[src/rtl/usb_rx_packet_fifo.sv]
// usb_rx_packet_fifo
//   Packet-aware receive FIFO placed after the USB receive top level. Each
//   incoming packet is written speculatively. It becomes visible to the
//   reader only when its last byte arrives with no error. A receive error
//   rolls the packet back. A packet that does not fit is dropped and
//   reported through the overflow pulse.
//
// Ports
//   clk, n_rst         system clock (rising edge), async active-low reset
//   packet_type        selects expected packet length (0: PKT0_LEN, 1: PKT1_LEN)
//   rx_data            received byte, valid while write_enable=1
//   write_enable       one-cycle strobe per received byte
//   rcv_error          current packet is invalid; discard it
//   read_enable        pop one committed byte
//   read_data          byte at the committed head (show-ahead)
//   empty / full       no committed bytes / storage holds DEPTH bytes
//   rd_count           committed unread bytes
//   pkt_done           one-cycle pulse when a packet commits
//   overflow           one-cycle pulse when a packet is dropped for lack of space
//
// state     | meaning
// ----------+---------------------------------------------------
// S_IDLE    | waiting for the first byte of a packet
// S_COLLECT | storing bytes of the current packet
// S_DROP    | discarding the rest of a packet that did not fit
module usb_rx_packet_fifo #(
    parameter int DEPTH    = 16,
    parameter int PKT0_LEN = 3,
    parameter int PKT1_LEN = 7
) (
    input  logic                     clk,
    input  logic                     n_rst,
    input  logic                     packet_type,
    input  logic [7:0]               rx_data,
    input  logic                     write_enable,
    input  logic                     rcv_error,
    input  logic                     read_enable,
    output logic [7:0]               read_data,
    output logic                     empty,
    output logic                     full,
    output logic [$clog2(DEPTH):0]   rd_count,
    output logic                     pkt_done,
    output logic                     overflow
);

    localparam int            AW   = $clog2(DEPTH);
    localparam int            PW   = AW + 1;
    localparam logic [PW-1:0] ONE  = PW'(1);
    localparam logic [7:0]    LEN0 = 8'(PKT0_LEN);
    localparam logic [7:0]    LEN1 = 8'(PKT1_LEN);

    typedef enum logic [1:0] {
        S_IDLE    = 2'd0,
        S_COLLECT = 2'd1,
        S_DROP    = 2'd2
    } state_t;

    state_t        state_q, state_d;
    logic [PW-1:0] rp_q, rp_d;
    logic [PW-1:0] cw_q, cw_d;
    logic [PW-1:0] sw_q, sw_d;
    logic [7:0]    byte_cnt_q, byte_cnt_d;
    logic [7:0]    len_q, len_d;
    logic          pkt_done_q, pkt_done_d;
    logic          overflow_q, overflow_d;
    logic          mem_we;
    logic [7:0]    pkt_len;
    logic [7:0]    cnt_inc;
    logic [7:0]    mem_q [DEPTH];

    // Occupancy counts speculative bytes too, so a packet in flight
    // reserves its space against later writes.
    assign empty     = (rp_q == cw_q);
    assign full      = ((sw_q - rp_q) == PW'(DEPTH));
    assign rd_count  = cw_q - rp_q;
    assign read_data = mem_q[rp_q[AW-1:0]];
    assign pkt_done  = pkt_done_q;
    assign overflow  = overflow_q;

    assign pkt_len = packet_type ? LEN1 : LEN0;
    assign cnt_inc = byte_cnt_q + 8'd1;

    always_ff @(posedge clk or negedge n_rst) begin
        if (!n_rst) begin
            state_q    <= S_IDLE;
            rp_q       <= '0;
            cw_q       <= '0;
            sw_q       <= '0;
            byte_cnt_q <= '0;
            len_q      <= '0;
            pkt_done_q <= 1'b0;
            overflow_q <= 1'b0;
        end else begin
            state_q    <= state_d;
            rp_q       <= rp_d;
            cw_q       <= cw_d;
            sw_q       <= sw_d;
            byte_cnt_q <= byte_cnt_d;
            len_q      <= len_d;
            pkt_done_q <= pkt_done_d;
            overflow_q <= overflow_d;
        end
    end

    always_ff @(posedge clk) begin
        if (mem_we) begin
            mem_q[sw_q[AW-1:0]] <= rx_data;
        end
    end

    always_comb begin
        state_d    = state_q;
        rp_d       = rp_q;
        cw_d       = cw_q;
        sw_d       = sw_q;
        byte_cnt_d = byte_cnt_q;
        len_d      = len_q;
        pkt_done_d = 1'b0;
        overflow_d = 1'b0;
        mem_we     = 1'b0;

        // The read side is independent of the packet state machine.
        if (read_enable && !empty) begin
            rp_d = rp_q + ONE;
        end

        if (rcv_error) begin
            // Error wins over a byte arriving in the same cycle.
            sw_d       = cw_q;
            byte_cnt_d = '0;
            state_d    = S_IDLE;
        end else if (write_enable) begin
            unique case (state_q)
                S_IDLE: begin
                    len_d = pkt_len;
                    if (!full) begin
                        mem_we = 1'b1;
                        sw_d   = sw_q + ONE;
                        if (pkt_len == 8'd1) begin
                            cw_d       = sw_q + ONE;
                            pkt_done_d = 1'b1;
                            byte_cnt_d = '0;
                        end else begin
                            byte_cnt_d = 8'd1;
                            state_d    = S_COLLECT;
                        end
                    end else begin
                        overflow_d = 1'b1;
                        if (pkt_len == 8'd1) begin
                            byte_cnt_d = '0;
                        end else begin
                            byte_cnt_d = 8'd1;
                            state_d    = S_DROP;
                        end
                    end
                end
                S_COLLECT: begin
                    if (full) begin
                        // The byte that overflows still counts toward the
                        // packet length so the drop ends on the packet boundary.
                        overflow_d = 1'b1;
                        sw_d       = cw_q;
                        if (cnt_inc == len_q) begin
                            byte_cnt_d = '0;
                            state_d    = S_IDLE;
                        end else begin
                            byte_cnt_d = cnt_inc;
                            state_d    = S_DROP;
                        end
                    end else begin
                        mem_we = 1'b1;
                        sw_d   = sw_q + ONE;
                        if (cnt_inc == len_q) begin
                            cw_d       = sw_q + ONE;
                            pkt_done_d = 1'b1;
                            byte_cnt_d = '0;
                            state_d    = S_IDLE;
                        end else begin
                            byte_cnt_d = cnt_inc;
                        end
                    end
                end
                S_DROP: begin
                    if (cnt_inc == len_q) begin
                        byte_cnt_d = '0;
                        state_d    = S_IDLE;
                    end else begin
                        byte_cnt_d = cnt_inc;
                    end
                end
                default: begin
                    byte_cnt_d = '0;
                    state_d    = S_IDLE;
                end
            endcase
        end
    end

endmodule

[config.mk]
export PLATFORM = sky130hd
export DESIGN_NAME = usb_rx_packet_fifo
export DESIGN_NICKNAME = d
export VERILOG_FILES = /design/src/rtl/usb_rx_packet_fifo.sv
export SDC_FILE = /design/constraint.sdc
export NUM_CORES = 1
export LEC_CHECK = 0
export CORE_MARGIN = 3
export CORE_UTILIZATION = 60
export DETAILED_ROUTE_END_ITERATION = 12
export PLACE_DENSITY_LB_ADDON = 0.08
export REMOVE_ABC_BUFFERS = 1
export SYNTH_ARGS = -nofsm -noshare
export SYNTH_HDL_FRONTEND = slang
export SYNTH_SLANG_ARGS = --single-unit
[constraint.sdc]
create_clock -name clk -period 10 [get_ports clk]
set_input_delay 2.5 -clock clk [delete_from_list [all_inputs] [get_ports clk]]
set_output_delay 2.5 -clock clk [all_outputs]
set_load 0.01 [all_outputs]
# Word-level counts from Yosys, hierarchy flattened

Memory sizes are Yosys's and may differ from the RTL's.
Cells that the tools add are included.

Memories kept: 1
Register bits: 35
Output and inout bits: 17
Input port bits: 14
Logic and storage cells: 81
Bits in read-only memories: 0
RAM bits: 128
Latch bits: 0

Memories:

| memory | depth | width | read ports | clocked after Yosys merged registers in | write ports | line | text |
|---|---|---|---|---|---|---|---|
| mem_q  | 16    | 8     | 1          | 0                                       | 1           | 69   | `logic [7:0] mem_q [DEPTH];` |

Equal/unequal tests: 12
Magnitude comparators: 0
Muxes and demuxes: 42
Reductions and logical operators: 12
Divide/modulo/power cells: 0
$add $sub $neg: 5
Bitwise operators: 1
$mul: 0
Shift operators: 0

Operator list:

| operator                                       | number |
|---|---|
| 2-to-1 mux 5 bit                               | 8 |
| 2-to-1 mux 8 bit                               | 3 |
| one-hot mux 5 bit (2 select lines)             | 2 |
| 2-to-1 mux 1 bit                               | 17 |
| 2-to-1 mux 2 bit                               | 8 |
| one-hot mux 8 bit (2 select lines)             | 1 |
| adder 5 x 1 -> 5 bit (second input constant)   | 2 |
| subtractor 5 bit                               | 2 |
| adder 8 x 1 -> 8 bit (second input constant)   | 1 |
| == test 8 bit                                  | 1 |
| inequality test 2 bit (second input constant)  | 4 |
| AND reduction 7 bit                            | 1 |
| inequality test 3 bit (second input constant)  | 2 |
| one-hot mux 2 bit (3 select lines)             | 1 |
| AND reduction 3 bit                            | 2 |
| == test 5 bit                                  | 1 |
| == test 5 bit (second input constant)          | 1 |
| nonzero test 2 bit                             | 2 |
| OR reduction 2 bit                             | 2 |
| == test 3 x 1 -> 1 bit (second input constant) | 1 |
| 2-to-1 mux 3 bit                               | 1 |
| nonzero test 3 bit                             | 1 |
| == test 2 x 1 -> 1 bit (second input constant) | 1 |
| == test 2 bit (second input constant)          | 1 |
| 6 further kinds                                | 6 |

# Depth between registers and ports, before layout

Gate-level depths: netlist of run 1.

Word-level depth: 8
Gate-level depth with buffers: 11
Gate-level depth less buffers: 8

# Least setup slack after synthesis of run 1

No wires, ideal clock.

Path kind: reg2out
Start: register rp_q[1]
End: output full
Required time: 7500 ps
Arrival time: 2543 ps
Path slack: 4957 ps
Buffers on the path: 2
Stages on the path, launching flop included: 8
Path through: dfrtp_1 > clkbuf_1 > buf_1 > inv_1 > ha_1 > and3b_1 > or4_4 > a211oi_4

Cells in the longest elaborated chain, start to end: 2

RTL lines:

| element                  | line | text |
|---|---|---|
| start: declaration       | 59   | `logic [PW-1:0] rp_q, rp_d;` |
| start signal: assignment | 95   | `rp_q <= rp_d;` |
| subtractor 5 bit         | 74   | `assign full = ((sw_q - rp_q) == PW'(DEPTH));` |
| == test 5 bit            | 74   |  |
| end: declaration         | 40   | `output logic full,` |

No other way between the ends.

# Worst setup path in the final report of run 1

Start: register rp_q[2]
End: output full

Same word-level chain as after synthesis.

==> results.tsv, run 1 <==
stage	metric	value	unit
sta	max_slew headroom	27.1	%
min_path	worst hold path endpoint	len_q[1]$_DFFE_PN0P_	
critical_path	critical path arrival	3520	ps
critical_path	Data required, critical path	7500	ps
logic_synthesis	Cells after Synth	403	
layout	nets@finish	476	
clock_tree	hold-fix buffers at CTS	0	
routing	Residual DRC	0	
logic_synthesis	top area cells in the synthesized netlist	edfxtp_1 56%, mux4_2 13%, dfrtp_1 10%	
min_path	Min-Delay Startpoint	len_q[1]$_DFFE_PN0P_	
global_route	GRT Util Overall	23.7	%
placed_design	Place WS	4450	ps
sta	Max Slew Vio Count	0	
run	Max Cap Viol	0	
layout	ratio of cells with drive above 1 in the final layout	20.8	%
floorplan	Core ar.	0.0111	sq mm
global_route	global-route wire length before repair	22000	microns
sta	fin crit period	6020	ps
status	outcome	finished clean	
floorplan	die footprint	0.0129	sq mm
sta	setup TNS	0	ps
power_and_ir_drop	switching share of power	29.7	%
floorplan	num ports	31	
routing	Vias per Instance	6.20	
logic_synthesis	Mapped Area	0.00692	sq mm
min_path	worst hold path type	flop to flop	
sta	slew of the pin with the lowest slew margin	1080	ps
critical_path	startpoint types	flop	
power_and_ir_drop	Sw Pwr	636	uW
global_route	initial antenna violation count	0	
power_and_ir_drop	Cell Pwr Density	269	mW/mm^2
critical_path	CP max FO	12	
sta	Setup-failing EPs final	0	
routing	drt first pass iters	5	
clock_tree	clock root buffer	clkbuf_16	
logic_synthesis	syn avg cell area	17.2	sq um
power_and_ir_drop	Gate power share	32.6	%
layout	ANT cells	0	
placed_design	Post-DP Area	0.00738	sq mm
floorplan	Placement Rows	38	
global_route	grt total ovfl	0	
critical_path	Worst Reg-to-Reg Cells	7	
sta	Max Clk Rate	166	MHz
critical_path	Crit Path Class	flop to primary output	
placed_design	Port Buf Inserts	30	
logic_synthesis	Yosys warning total	0	
clock_tree	number of setup buffers added after CTS	0	
routing	Initial DRC Count	303	
clock_tree	TritonCTS clock tree	yes	
logic_synthesis	FF+latch count, synth	157	
logic_synthesis	Synth async-reset ratio	18.5	%
routing	final WL	13800	microns
routing	via count	3697	
critical_path	Crit. End Element	primary output	
routing	WL per Instance	23.2	microns
clock_tree	post-CTS sizing	0	
power_and_ir_drop	total power	2.14	mW
floorplan	Initial Util	62.5	%
sta	RSZ-0062 raised after global routing	no	
clock_tree	register clock-pin slew on the reported worst setup and hold paths	60	ps
floorplan	Die X	113	microns
clock_tree	deepest clock path buffer count	2	
layout	fin area	0.00798	sq mm
logic_synthesis	post-synth top area share	55.5	%
min_path	Hold Path Cell Cnt	1	
sta	hold slack	506	ps
power_and_ir_drop	Clock Power Share	29.9	%
clock_tree	CTS Sinks	157	
sta	final hold vios	0	
power_and_ir_drop	LEAKAGE	2.82	nW
logic_synthesis	number of flops mapped to enable cells by yosys	128	
clock_tree	CTS buffer count	17	
global_route	pin count of the biggest net entering global routing	37	
layout	Post-Layout Cell Count	596	
global_route	vias in the first global route	3889	
sta	Setup Skew	17.4	ps
logic_synthesis	post-synth top area cell	edfxtp_1	
placed_design	Final Wtd Congestion	0.802	
power_and_ir_drop	maximum vdd drop	0.163	mV
placed_design	hpwl dp	8330	microns
power_and_ir_drop	part of the power in registers	37.5	%
layout	post-layout util	72.0	%
layout	P&R area growth vs syn	15.3	%
placed_design	placed insts	564	
logic_synthesis	top_reg_cell synth	edfxtp_1	
critical_path	R2R Path Start	rp_q[2]$_DFFE_PN0P_	
sta	Setup WS post-layout	3980	ps
critical_path	R2R Setup Slk	6220	ps
sta	fin crit share	60.2	%
logic_synthesis	register area share after synthesis	66.0	%
power_and_ir_drop	Pint	1.51	mW
logic_synthesis	post-synth cell types	53	
routing	Routed Antenna Nets	0	
clock_tree	H-tree levels	4	
critical_path	worst reg2reg endpoint	mem_q[15][3]$_DFFE_PP_	
clock_tree	clock latency on the worst-skew pair	420	ps
floorplan	die height	113	microns
-- worst max-delay path: stages, from the launching register on --
cell and delay, ps:
dfrtp_1 720, inv_1 140, ha_1 370, and3b_1 210, or4_4 540, a211oi_4 480, clkdlybuf4s50_1 630
-- registers in the layout (all words and copies together), names as in the netlist --
register	flops
overflow	1
state_q	2
pkt_done	1
sw_q	5
len_q	2
rp_q	5
cw_q	5
mem_q	128
byte_cnt_q	8
-- per-layer routing --
metal	routed length, microns	vias to the layer above	share of wire, %	track usage (%)
li1	-	1681	-	-
met3	850	16	6.1	4.72
met4	204	0	1.5	10.6
met5	0	-	0	0
met1	5640	1876	41	31.6
met2	7150	124	52	38.6
-- layout make-up --
class / count / area, sq um
fillers: 708 / 3100
flip-flops and latches: 157 / 4570
repair buffers: 36 / 345
inverters: 19 / 71.3
clock buffers: 17 / 425
multi-input cells: 212 / 2220
well taps: 140 / 175
clock inverters: 15 / 173
-- synth_stat cells, types with 3 or more instances --
master and count:
nor2_1 10, ha_1 18, a21oi_1 8, nand2b_1 3
xnor2_1 10, mux2_2 6, nor2b_1 4, o211ai_1 3
or3_1 6, and4_1 3, mux4_2 40, edfxtp_1 128
clkbuf_1 7, and3_1 5, and2_1 6, mux2i_1 4
nor4_1 3, buf_1 4, o21ai_0 9, a21o_1 3
nand4_1 4, nor3_1 4, dfrtp_1 29, nand2_1 19
inv_1 18, nand3_1 7, xor2_1 10
-- worst max-delay path by stage --
stage,from,endpoint,slack [ps],depth (start not counted)
CTS,rp_q[2]$_DFFE_PN0P_,full,3940,6
detailed placement,rp_q[2]$_DFFE_PN0P_,full,4450,6
floorplan,rp_q[0]$_DFFE_PN0P_,full,4500,4
global placement,rp_q[2]$_DFFE_PN0P_,full,4470,6
finish,rp_q[2]$_DFFE_PN0P_,full,3980,6
global route,rp_q[2]$_DFFE_PN0P_,full,3790,6
-- cells in the final DEF, fill, tap and decap left out, types with 10 or more instances in the layout --
cell type          n
edfxtp_1         128
mux4_2            40
clkdlybuf4s50_1   30
dfrtp_1           28
nand2_1           19
inv_1             18
ha_1              18
clkbuf_16         17
xnor2_1           10
xor2_1            10
nor2_1            10
-- power by group through the flow --
stage               logic [mW]  clock network, mW  registers (mW)
finish                   0.698              0.641           0.804
global route             0.761              0.683           0.811
CTS                      0.711              0.652           0.804
detailed placement       0.703                  0           0.816
global placement         0.696                  0           0.813
floorplan                0.424                  0           0.847
-- logic make-up after synthesis --
family | Yosys count | share of synthesized area, %
buf+inv | 34 | 2.13
xor+xnor | 21 | 2.87
simple gates | 83 | 6.87
mux | 50 | 14.6
flops | 157 | 66.0
compound gates | 39 | 4.01
fa+ha+maj | 19 | 3.54
No activity file was read; power rests on OpenSTA's default activity.
==> run 2: changes to the inputs <==
==> constraint.sdc (replaced) <==
create_clock -name clk -period 6.3 [get_ports clk]
set_input_delay 1.575 -clock clk [delete_from_list [all_inputs] [get_ports clk]]
set_output_delay 1.575 -clock clk [all_outputs]
set_load 0.01 [all_outputs]
==> run 2 against run 1 <==
Against the previous run: sequential share of layout area down 0.50 points; total power rose by 64%; cell count fell by 0.34%; utilization rose by 0.63 points.
==> results.tsv, run 2 (same netlist as run 1, synthesis figures left out) <==
stage	metric	value	unit	change
global_route	grt total ovfl	0		unchanged
power_and_ir_drop	part of the power in registers	36.7	%	was 37.5%
min_path	worst hold path type	flop to flop		unchanged
critical_path	Crit. End Element	primary output		unchanged
power_and_ir_drop	Cell Pwr Density	437	mW/mm^2	was 269 mW/mm^2
global_route	initial antenna violation count	0		unchanged
power_and_ir_drop	Clock Power Share	32.4	%	was 29.9%
clock_tree	deepest clock path buffer count	2		unchanged
run	Max Cap Viol	0		unchanged
layout	ratio of cells with drive above 1 in the final layout	20.9	%	was 20.8%
routing	Routed Antenna Nets	0		unchanged
placed_design	Port Buf Inserts	30		unchanged
critical_path	CP max stage delay	790	ps	was 720 ps
critical_path	Data required, critical path	4720	ps	was 7500 ps
status	outcome	finished clean		unchanged
routing	drt first pass iters	4		was 5
critical_path	Crit Path Class	flop to primary output		unchanged
critical_path	R2R Path Start	rp_q[2]$_DFFE_PN0P_		unchanged
layout	nets@finish	475		was 476
floorplan	num ports	31		unchanged
global_route	GRT Util Overall	23.1	%	was 23.7%
sta	RSZ-0062 raised after global routing	no		unchanged
power_and_ir_drop	maximum vdd drop	0.252	mV	was 0.163 mV
sta	max_slew headroom	32.2	%	was 27.1%
clock_tree	clock latency on the worst-skew pair	420	ps	about the same
power_and_ir_drop	LEAKAGE	2.85	nW	was 2.82 nW
global_route	met1 Use GR	30.5	%	was 31.6%
global_route	GR Util met2	38.2	%	was 38.6%
power_and_ir_drop	Sw Pwr	1.00	mW	was 636 uW
layout	ANT cells	0		unchanged
floorplan	Core ar.	0.0111	sq mm	unchanged
sta	final hold vios	0		unchanged
power_and_ir_drop	switching share of power	28.5	%	was 29.7%
critical_path	startpoint types	flop		unchanged
power_and_ir_drop	total power	3.52	mW	was 2.14 mW
critical_path	crit path max-delay cell type	dfrtp_1		unchanged
global_route	global-route wire length before repair	21700	microns	was 22000 microns
sta	Max Slew Vio Count	0		unchanged
power_and_ir_drop	Gate power share	30.9	%	was 32.6%
min_path	Min-Delay Startpoint	len_q[1]$_DFFE_PN0P_		unchanged
global_route	Most Crowded Layer GR	met2		unchanged
routing	Residual DRC	0		unchanged
layout	fillers	707		was 708
clock_tree	number of setup buffers added after CTS	0		unchanged
clock_tree	hold-fix buffers at CTS	0		unchanged
sta	Setup Skew	5.32	ps	was 17.4 ps
sta	hold slack	496	ps	was 506 ps
layout	most frequent cells in the layout	128 x edfxtp_1, 40 x mux4_2, 30 x clkdlybuf4s50_1		unchanged
clock_tree	CTS Sinks	157		unchanged
critical_path	CP Cell Sequence	inv_1, ha_1, and3b_1, or4_4, a211oi_4, clkdlybuf4s50_1		unchanged
floorplan	Placement Rows	38		unchanged
critical_path	Critical Path Source	rp_q[2]$_DFFE_PN0P_		unchanged
layout	P&R area growth vs syn	16.3	%	was 15.3%
global_route	vias in the first global route	3926		was 3889
critical_path	CP max FO	12		unchanged
clock_tree	CTS buffer count	17		unchanged
clock_tree	H-tree levels	4		unchanged
routing	Vias per Instance	6.20		about the same
layout	post-layout util	72.7	%	was 72.0%
power_and_ir_drop	Pint	2.51	mW	was 1.51 mW
clock_tree	clock root buffer	clkbuf_16		unchanged
routing	final WL	13400	microns	was 13800 microns
global_route	met3 Use GR	5.15	%	was 4.72%
floorplan	Die X	113	microns	unchanged
placed_design	Final Wtd Congestion	0.782		was 0.802
routing	via count	3684		was 3697
floorplan	die height	113	microns	unchanged
floorplan	Initial Util	62.5	%	unchanged
layout	max reg flops	128		unchanged
floorplan	die footprint	0.0129	sq mm	unchanged
critical_path	critical path buffer and inverter count	2		unchanged
sta	fin crit share	82.2	%	
sta	Setup-failing EPs final	0		unchanged
clock_tree	post-CTS sizing	0		unchanged
sta	slew of the pin with the lowest slew margin	1010	ps	was 1080 ps
routing	Initial DRC Count	293		was 303
placed_design	hpwl dp	8130	microns	was 8330 microns
sta	Setup WS post-layout	1120	ps	was 3980 ps
placed_design	Place WS	1620	ps	was 4450 ps
sta	Max Clk Rate	193	MHz	
critical_path	critical path arrival	3600	ps	was 3520 ps
clock_tree	TritonCTS clock tree	yes		unchanged
routing	WL per Instance	22.6	microns	was 23.2 microns
critical_path	R2R Setup Slk	2470	ps	was 6220 ps
clock_tree	register clock-pin slew on the reported worst setup and hold paths	60	ps	about the same
layout	commonest non-fill, non-tap cell in the layout	edfxtp_1		unchanged
critical_path	cell family with most CP delay	flip-flops		was buffers and inverters
sta	fin crit period	5180	ps	
sta	setup TNS	0	ps	unchanged
global_route	pin count of the biggest net entering global routing	36		was 37
## run 2: routing by layer
layer	vias to the layer above	wire length, microns	share of wire, %
met4	0	283	2.1
met5	-	0	0
met3	25	728	5.4
met1	1890	5480	41
li1	1670	-	-
met2	99	6950	52
## run 2: power groups by stage
stage                     registers, mW  logic [mW]  clock network (mW)
after floorplan                    1.35       0.673                   0
after detailed placement           1.31        1.09                   0
after CTS                          1.29        1.10                1.15
after global placement             1.30        1.08                   0
after global routing               1.30        1.18                1.20
final                              1.29        1.09                1.14
## run 2: stage by stage
stage / std cells / instance area (sq um)
finish: 594 / 8050
global route: 594 / 8050
CTS: 594 / 8050
detailed placement: 563 / 7380
global placement: 563 / 7380
floorplan: 388 / 6850
## run 2: path summary, 6_finish.rpt
check,end,depth (start not counted)
setup / recovery,full,6
hold / removal,len_q[1]$_DFFE_PN0P_,1
setup reg to reg,mem_q[9][4]$_DFFE_PP_,8
hold reg to reg,len_q[1]$_DFFE_PN0P_,1
max in group asynchronous,rp_q[0]$_DFFE_PN0P_,2
min in group asynchronous,cw_q[0]$_DFFE_PN0P_,2
## run 2: final cells by class
| class | count | area, sq um | share of cell area [%] |
|---|---|---|---|
| sequential | 157 | 4570 | 56.8 |
| multi-input combinational | 212 | 2230 | 27.7 |
| clock buffer | 17 | 425 | 5.29 |
| timing repair buffer | 35 | 338 | 4.20 |
| clock inverter | 14 | 241 | 3.00 |
| tap | 140 | 175 | 2.18 |
| inverter | 19 | 71.3 | 0.886 |
==> run 3: changes to the inputs <==
==> constraint.sdc (replaced) <==
create_clock -name clk -period 5.3 [get_ports clk]
set_input_delay 1.325 -clock clk [delete_from_list [all_inputs] [get_ports clk]]
set_output_delay 1.325 -clock clk [all_outputs]
set_load 0.01 [all_outputs]
==> run 3 against run 2 <==
Against the previous run: highest routed layer unchanged; largest cell class unchanged; via count grew 0.62%; register-to-register slack got worse by 960 ps; critical path depth unchanged; cell count increased by 0.51%.
==> results.tsv, run 3 (same netlist as run 1, synthesis figures left out) <==
stage	metric	value	unit	change
status	outcome	finished clean		unchanged
power_and_ir_drop	maximum vdd drop	0.460	mV	was 0.252 mV
clock_tree	H-tree levels	4		unchanged
critical_path	R2R Path Start	rp_q[2]$_DFFE_PN0P_		unchanged
floorplan	die footprint	0.0129	sq mm	unchanged
floorplan	Core ar.	0.0111	sq mm	unchanged
clock_tree	hold-fix buffers at CTS	0		unchanged
power_and_ir_drop	Cell Pwr Density	499	mW/mm^2	was 437 mW/mm^2
routing	final WL	13100	microns	was 13400 microns
placed_design	Port Buf Inserts	30		unchanged
global_route	vias in the first global route	3773		was 3926
sta	fin crit share	87.7	%	
sta	hold slack	492	ps	was 496 ps
routing	WL per Instance	21.9	microns	was 22.6 microns
clock_tree	post-CTS sizing	0		unchanged
critical_path	startpoint types	flop		unchanged
floorplan	Placement Rows	38		unchanged
layout	ANT cells	0		unchanged
sta	Setup-failing EPs final	0		unchanged
sta	Setup WS post-layout	654	ps	was 1120 ps
placed_design	placed insts	565		was 563
sta	Max Clk Rate	215	MHz	
global_route	pin count of the biggest net entering global routing	36		unchanged
layout	most frequent cells in the layout	128 x edfxtp_1, 40 x mux4_2, 30 x clkdlybuf4s50_1		unchanged
min_path	Min-Delay Startpoint	len_q[1]$_DFFE_PN0P_		unchanged
critical_path	CP max stage delay	810	ps	was 790 ps
sta	max_slew headroom	32.7	%	was 32.2%
floorplan	Initial Util	62.5	%	unchanged
clock_tree	clock latency on the worst-skew pair	420	ps	about the same
floorplan	die height	113	microns	unchanged
routing	Initial DRC Count	283		was 293
clock_tree	TritonCTS clock tree	yes		unchanged
sta	Max Slew Vio Count	0		unchanged
routing	Routed Antenna Nets	0		unchanged
routing	via count	3707		was 3684
layout	max reg flops	128		unchanged
critical_path	worst reg2reg endpoint	mem_q[15][3]$_DFFE_PP_		was mem_q[9][4]$_DFFE_PP_
critical_path	critical path arrival	3320	ps	was 3600 ps
sta	fin crit period	4650	ps	
sta	RSZ-0062 raised after global routing	no		unchanged
power_and_ir_drop	total power	3.97	mW	was 3.52 mW
global_route	initial antenna violation count	0		unchanged
layout	P&R area growth vs syn	14.7	%	was 16.3%
floorplan	Die X	113	microns	unchanged
global_route	global-route wire length before repair	21200	microns	was 21700 microns
clock_tree	register clock-pin slew on the reported worst setup and hold paths	60	ps	about the same
floorplan	num ports	31		unchanged
global_route	grt total ovfl	0		unchanged
critical_path	Data required, critical path	3970	ps	was 4720 ps
power_and_ir_drop	LEAKAGE	2.80	nW	was 2.85 nW
layout	Post-Layout Cell Count	597		was 594
min_path	worst hold path endpoint	len_q[1]$_DFFE_PN0P_		unchanged
sta	Setup Skew	7.29	ps	was 5.32 ps
routing	drt first pass iters	5		was 4
layout	commonest non-fill, non-tap cell in the layout	edfxtp_1		unchanged
critical_path	CP Cell Sequence	inv_1, ha_1, and3b_1, or4_4, a211oi_4, clkdlybuf4s50_1		unchanged
critical_path	Crit. End Element	primary output		unchanged
clock_tree	CTS Sinks	157		unchanged
min_path	worst hold path type	flop to flop		unchanged
routing	Vias per Instance	6.21		was 6.20
critical_path	Crit Path Class	flop to primary output		unchanged
clock_tree	CTS buffer count	17		unchanged
critical_path	CP max FO	12		unchanged
layout	ratio of cells with drive above 1 in the final layout	19.7	%	was 20.9%
sta	slew of the pin with the lowest slew margin	1000	ps	was 1010 ps
global_route	GRT Util Overall	22.5	%	was 23.1%
critical_path	crit path max-delay cell type	dfrtp_1		unchanged
run	Max Cap Viol	0		unchanged
clock_tree	deepest clock path buffer count	2		unchanged
placed_design	Place WS	1120	ps	was 1620 ps
sta	final hold vios	0		unchanged
placed_design	Final Wtd Congestion	0.825		was 0.782
placed_design	hpwl dp	8130	microns	about the same
clock_tree	number of setup buffers added after CTS	0		unchanged
critical_path	R2R Setup Slk	1510	ps	was 2470 ps
min_path	Hold Path Cell Cnt	1		unchanged
routing	Residual DRC	0		unchanged
sta	setup TNS	0	ps	unchanged
layout	nets@finish	477		was 475
clock_tree	clock root buffer	clkbuf_16		unchanged
critical_path	Worst Reg-to-Reg Cells	8		unchanged
==> run 3: cell types whose count changed in the layout (fill, tap and decap cells not counted) <==
cell        before  now
clkinvlp_4       1    2
clkinv_4         3    0
clkbuf_8         0    1
inv_6            2    0
nor4_4           2    1
bufinv_16        6    2
clkbuf_1         0    5
buf_4            5    7
clkinv_1         0    3
nor4_2           1    2
==> run 3: area by class of cell <==
| cell class | count | area [sq um] |
|---|---|---|
| flip-flops and latches | 157 | 4570 |
| fillers | 721 | 3140 |
| multi-input cells | 212 | 2220 |
| clock buffers | 23 | 458 |
| repair buffers | 37 | 353 |
| well taps | 140 | 175 |
| clock inverters | 9 | 96.3 |
| inverters | 19 | 71.3 |
==> run 3: routing by layer <==
| metal | routed length (microns) | GRT usage [%] | vias to the layer above |
|---|---|---|---|
| met5 | 0 | 0 | - |
| met4 | 223 | 8.65 | 0 |
| met3 | 708 | 5.04 | 21 |
| met2 | 6500 | 35.6 | 127 |
| met1 | 5630 | 31.0 | 1877 |
| li1 | - | - | 1682 |
==> run 3: report_power, final <==
| part | switching, mW | leakage (nW) | internal (mW) | total, mW |
|---|---|---|---|---|
| logic | 0.613 | 1.01 | 0.687 | 1.30 |
| clock network | 0.440 | 0.264 | 0.699 | 1.14 |
| registers | 0.107 | 1.53 | 1.42 | 1.53 |
| total | 1.16 | 2.80 | 2.81 | 3.97 |
==> run 3: how the worst max path moves through the flow <==
stage	from	endpoint	slack, ps	cells after the start
2_1_floorplan	rp_q[0]$_DFFE_PN0P_	full	980	4
3_3_place_gp	rp_q[2]$_DFFE_PN0P_	full	1180	6
3_5_place_dp	rp_q[2]$_DFFE_PN0P_	full	1120	6
4_1_cts	rp_q[2]$_DFFE_PN0P_	full	640	6
5_1_grt	rp_q[2]$_DFFE_PN0P_	full	520	6
6_report	rp_q[2]$_DFFE_PN0P_	full	650	6
==> run 3: metrics by stage <==
step                      cell area [sq um]  util (%)
after floorplan                        6850         -
after global placement                 7390      66.7
after detailed placement               7390      66.7
after CTS                              7940      71.7
after global routing                   7940      71.7
final                                  7940      71.7
==> run 3: critical path, delay by kind of cell (launching register included) <==
family,cells,cell delay [ps]
DFF,1,810
and+or+nand+nor,2,740
buffers and inverters,2,710
adders and majority gates,1,370
AOI/OAI and AO/OA,1,260
